===== src/rtl/io_input_pkg.sv =====
// Shared constants for the memory-mapped input port: register offsets and
// the default debounce length.
package io_input_pkg;

  localparam logic [1:0] REG_SW      = 2'd0;
  localparam logic [1:0] REG_KEY     = 2'd1;
  localparam logic [1:0] REG_CAPTURE = 2'd2;
  localparam logic [1:0] REG_MASK    = 2'd3;

  localparam int DEFAULT_DEBOUNCE_CYCLES = 50000;

endpackage


===== src/rtl/io_input_port_debounce_bit.sv =====
// One input bit: two-flop synchronizer, then a stability counter that only
// lets a level through after DEBOUNCE_CYCLES consecutive differing samples.
module debounce_bit
  import io_input_pkg::*;
#(
  parameter int   DEBOUNCE_CYCLES = DEFAULT_DEBOUNCE_CYCLES,
  parameter logic RESET_VAL       = 1'b0
) (
  input  logic clock,
  input  logic reset,
  input  logic raw,
  output logic level,
  output logic flip
);

  localparam int CW = $clog2(DEBOUNCE_CYCLES + 1);
  localparam logic [CW-1:0] LAST = CW'(DEBOUNCE_CYCLES - 1);

  logic          meta;
  logic          sync;
  logic          synced;
  logic [CW-1:0] cnt;

  // RESET_VAL is the idle level of the raw pin; level is reported relative
  // to idle, so an active-low input comes out inverted (1 = active).
  assign synced = sync ^ RESET_VAL;

  // High on the edge where level is about to change.
  assign flip = (synced != level) && (cnt == LAST);

  always_ff @(posedge clock) begin
    if (reset) begin
      meta  <= RESET_VAL;
      sync  <= RESET_VAL;
      cnt   <= '0;
      level <= 1'b0;
    end else begin
      meta <= raw;
      sync <= meta;
      if (synced == level) begin
        cnt <= '0;
      end else if (cnt == LAST) begin
        level <= synced;
        cnt   <= '0;
      end else begin
        cnt <= cnt + CW'(1);
      end
    end
  end

endmodule


===== src/rtl/io_input_port.sv =====
// Memory-mapped switch/button input port: debounced levels, sticky press
// capture with write-1-to-clear, interrupt mask and a maskable irq.
module io_input_port
  import io_input_pkg::*;
#(
  parameter int NUM_SW          = 10,
  parameter int NUM_KEY         = 4,
  parameter int DEBOUNCE_CYCLES = DEFAULT_DEBOUNCE_CYCLES
) (
  input  logic               clock,
  input  logic               reset,
  input  logic [NUM_SW-1:0]  sw_in,
  input  logic [NUM_KEY-1:0] key_n_in,
  input  logic               sel,
  input  logic               we,
  input  logic [1:0]         addr,
  input  logic [31:0]        wdata,
  output logic [31:0]        rdata,
  output logic               irq
);

  logic [NUM_SW-1:0]  sw_lvl;
  logic [NUM_SW-1:0]  sw_flip_unused;
  logic [NUM_KEY-1:0] key_lvl;
  logic [NUM_KEY-1:0] key_flip;
  logic [NUM_KEY-1:0] key_rise;
  logic [NUM_KEY-1:0] capture;
  logic [NUM_KEY-1:0] mask;
  logic [31:0]        rd_mux;
  logic               wr_en;
  logic               unused_wdata;

  for (genvar i = 0; i < NUM_SW; i++) begin : g_sw
    debounce_bit #(
      .DEBOUNCE_CYCLES(DEBOUNCE_CYCLES),
      .RESET_VAL      (1'b0)
    ) u_db (
      .clock(clock),
      .reset(reset),
      .raw  (sw_in[i]),
      .level(sw_lvl[i]),
      .flip (sw_flip_unused[i])
    );
  end

  for (genvar i = 0; i < NUM_KEY; i++) begin : g_key
    debounce_bit #(
      .DEBOUNCE_CYCLES(DEBOUNCE_CYCLES),
      .RESET_VAL      (1'b1)
    ) u_db (
      .clock(clock),
      .reset(reset),
      .raw  (key_n_in[i]),
      .level(key_lvl[i]),
      .flip (key_flip[i])
    );
  end

  // Bus protocol: a write is accepted on any rising edge with sel & we high;
  // reads are combinational and return 0 whenever sel is low.
  assign wr_en        = sel && we;
  assign key_rise     = key_flip & ~key_lvl;
  assign unused_wdata = ^wdata;

  // A press completing on the same edge as a clear keeps its flag set.
  always_ff @(posedge clock) begin
    if (reset) begin
      capture <= '0;
      mask    <= '0;
    end else begin
      if (wr_en && addr == REG_MASK) begin
        mask <= wdata[NUM_KEY-1:0];
      end
      if (wr_en && addr == REG_CAPTURE) begin
        capture <= (capture & ~wdata[NUM_KEY-1:0]) | key_rise;
      end else begin
        capture <= capture | key_rise;
      end
    end
  end

  always_comb begin
    rd_mux = '0;
    case (addr)
      REG_SW:      rd_mux[NUM_SW-1:0]  = sw_lvl;
      REG_KEY:     rd_mux[NUM_KEY-1:0] = key_lvl;
      REG_CAPTURE: rd_mux[NUM_KEY-1:0] = capture;
      default:     rd_mux[NUM_KEY-1:0] = mask;
    endcase
  end

  assign rdata = sel ? rd_mux : '0;
  assign irq   = |(capture & mask);

endmodule


===== config.mk =====
export PLATFORM = sky130hd
export DESIGN_NAME = io_input_port
export DESIGN_NICKNAME = d
export VERILOG_FILES = /design/src/rtl/io_input_pkg.sv /design/src/rtl/io_input_port_debounce_bit.sv /design/src/rtl/io_input_port.sv
export SDC_FILE = /design/constraint.sdc
export NUM_CORES = 1
export LEC_CHECK = 0
export ABC_AREA = 1
export BUFFER_PORTS_ARGS = -buffer_cell sky130_fd_sc_hd__buf_4
export CAP_MARGIN = 5
export CORE_ASPECT_RATIO = 1.4
export CORE_MARGIN = 10
export CORE_UTILIZATION = 40
export DETAILED_ROUTE_END_ITERATION = 7
export SLEW_MARGIN = 20
export SYNTH_ARGS = -nofsm -noshare
export SYNTH_HDL_FRONTEND = slang
export SYNTH_SLANG_ARGS = --single-unit

===== constraint.sdc =====
create_clock -name clock -period 1.6 [get_ports clock]
set_input_delay 0.16 -clock clock [delete_from_list [all_inputs] [get_ports clock]]
set_output_delay 0.16 -clock clock [all_outputs]
set_load 0.05 [all_outputs]

==> impl_metrics.env <==
export IMPL_drive_gt1_frac=0.105
export IMPL_yosysUniqueCellTypes=39
export IMPL_die_height_um=234
export IMPL_top_layer_used="met4"
export IMPL_synth_ff_type="dfxtp_1"
export IMPL_fin_total_pwr_mw=14.0
export IMPL_clkSinkCount=274
export IMPL_wirelength_um=26300
export IMPL_dieWidth_um=173
export IMPL_setup_slack_ns=-0.0198
export IMPL_syn_inst=1847
export IMPL_drv_cap=0
export IMPL_worst_setup_path_start_kind="register"
export IMPL_wl_met2_um=13200
export IMPL_finalHoldViolations=0
export IMPL_cp_required_ns=1.44
export IMPL_cts_buffers=29
export IMPL_violations="setup timing"
export IMPL_mostFrequentLayoutCells="nor2_1, nand2_1, dfxtp_1"
export IMPL_hpwl_um=18800
export IMPL_cts_clk_slew_worst_paths_ns=0.06
export IMPL_powerDensity_mw_per_mm2=923
export IMPL_drt_initial_drc_count=496
export IMPL_placed_area_sq_mm=0.0137
export IMPL_core_area_sq_mm=0.0324
export IMPL_ys_warn_count=0
export IMPL_dieArea_sq_mm=0.0405
export IMPL_area_delta_synth_final_pct=15.9
export IMPL_p_leak_nw=5.26
export IMPL_fin_worst_skew_ns=0.00772
export IMPL_nNetsFinal=2000
export IMPL_rows=78
export IMPL_final_common_cell="nor2_1"
export IMPL_cts_root_buf="clkbuf_16"
export IMPL_vdd_ir_drop_max_v=0.000941
export IMPL_min_path_type="primary input to register"
export IMPL_vias=11082
export IMPL_n_antenna_cell=0
export IMPL_grt_max_degree=22
export IMPL_timing_final_crit_period_ns=1.62
export IMPL_clk_latency_ns=0.56
export IMPL_ys_seq_area_frac=0.418
export IMPL_grt_usage=0.127
export IMPL_wl_per_cell_um=11.0
export IMPL_critPathKind="register to output port"
export IMPL_rsz0062_at_grt="yes"
export IMPL_syn_area_per_cell_sq_um=7.10
export IMPL_cts_tree="built"
export IMPL_grt_pass1_wl_um=45700
export IMPL_drtAntennaViolNets=0
export IMPL_path_max_fanout=2
export IMPL_worst_ep_arrival_time_ns=1.46
export IMPL_wl_met1_um=11500
export IMPL_fin_crit_sh=1.01
export IMPL_io_pins=85
export IMPL_clk_path_buf_depth=3
export IMPL_dr_pass1_iters=5
export IMPL_wl_met3_um=1020
export IMPL_start_util=0.405
export IMPL_final_area_sq_mm=0.0152
export IMPL_synth_seq_cells=274
export IMPL_h_tree_depth=1
export IMPL_status="complete, but fails checks"
export IMPL_place_gp_congestion=0.837
export IMPL_cp_end_kind="output port"
export IMPL_reg2reg_depth=6
export IMPL_setup_violations=1
export IMPL_holdPathStages=3
export IMPL_report_final_slew_viol_count=0
export IMPL_antenna_found_initial=0
export IMPL_synth_edff_count=0
export IMPL_numPortBuffers=34
export IMPL_finish_utilization=0.469
export IMPL_first_global_vias=10640
export IMPL_syn_area_sq_mm=0.0131
export IMPL_fmax_mhz=617
export IMPL_async_flop_share=0
export IMPL_grt_overflow=0
export IMPL_routed_via_density=4.62
export IMPL_drcViolationCount=0
logic make-up after synthesis:
kind of cell	count (synthesis)	synth area share
flops	274	0.418
xor+xnor	115	0.0768
fa+ha+maj	14	0.0134
simple gates	1052	0.351
other cells	1	0.000286
compound gates	123	0.0498
buf+inv	268	0.0903
stage by stage:
stage          hold WS [ns]  setup TNS (ns)  setup WS, ns  std cells
6_report             0.0734         -0.0198       -0.0198       2397
5_1_grt              0.0918          -0.209       -0.0903       2397
4_1_cts              0.0305         -0.0736       -0.0694       2388
3_5_place_dp          0.347               0        0.0606       2308
3_3_place_gp          0.347               0         0.110       2308
2_1_floorplan         0.264           -1.10        -0.220       1868
path summary, 6_finish.rpt:
kind                                   start                         endpoint  slack, ns
max          g_sw[2].u_db.level$_SDFFE_PP0P_                         rdata[2]      -0.02
min                                       we             mask[3]$_SDFFE_PP0P_       0.07
max reg2reg   g_sw[0].u_db.cnt[0]$_SDFF_PP0_  g_sw[0].u_db.cnt[10]$_SDFF_PP0_       0.11
min reg2reg    g_key[3].u_db.meta$_SDFF_PP1_    g_key[3].u_db.sync$_SDFF_PP1_       0.40
worst max-delay path, stage by stage, from the launching register on:
cell,delay (ns)
dfxtp_2,0.33
inv_2,0.04
o211ai_1,0.16
o211ai_1,0.13
inv_1,0.10
buf_6,0.16
synth_stat cells, types with 4 or more instances:
cell type	count	area, sq um
ha_1	14	175
or2_2	14	87.6
a21oi_1	80	400
xnor2_1	41	359
o21ai_0	29	145
buf_2	4	20.0
nand3b_1	4	30.0
buf_6	10	113
nor2_2	15	93.8
nand3_1	117	586
nor2_1	408	1530
xor2_1	74	648
nor3_1	21	105
nand2_1	366	1370
inv_1	223	837
dfxtp_1	274	5490
or2_0	9	56.3
nor2_4	8	90.1
nand3_2	12	120
nand4_1	52	325
o21bai_1	4	30.0
nand2_2	15	93.8
buf_4	26	195
where the power goes:
part	internal, mW	switching (mW)
registers	6.86	0.0242
clock network	3.93	2.79
logic	0.137	0.292
total	10.9	3.11
sequential cells by signal, indices dropped and copies added (netlist names):
register          flops
capture               4
g_key.u_db.cnt       64
g_key.u_db.level      4
g_key.u_db.meta       4
g_key.u_db.sync       4
g_sw.u_db.cnt       160
g_sw.u_db.level      10
g_sw.u_db.meta       10
g_sw.u_db.sync       10
mask                  4
area by class of cell:
cell class | count | area [sq um]
clock buffers | 37 | 776
clock inverters | 17 | 183
fillers | 3332 | 17200
inverters | 224 | 841
multi-input cells | 1330 | 6690
flip-flops and latches | 274 | 5510
well taps | 440 | 551
repair buffers | 75 | 647
what timing repair did:
| action | 4_1_cts | 5_1_grt |
|---|---|---|
| resized for setup | 28 | 27 |
| hold buffers | 23 | 0 |
| pin swaps | 7 | 9 |
| buffers inserted | 3 | 5 |
| gates cloned | 0 | 4 |
| endpoints found under the hold margin | 26 | 0 |
| endpoints found under the setup margin | 7 | 153 |
routing by layer:
layer / GRT usage / vias up
li1: - / 5937
met1: 0.141 / 4976
met2: 0.239 / 135
met4: 0.0427 / 0
met3: 0.0240 / 34
met5: 0 / -
Note: power is estimated with default switching activity, not from simulation.
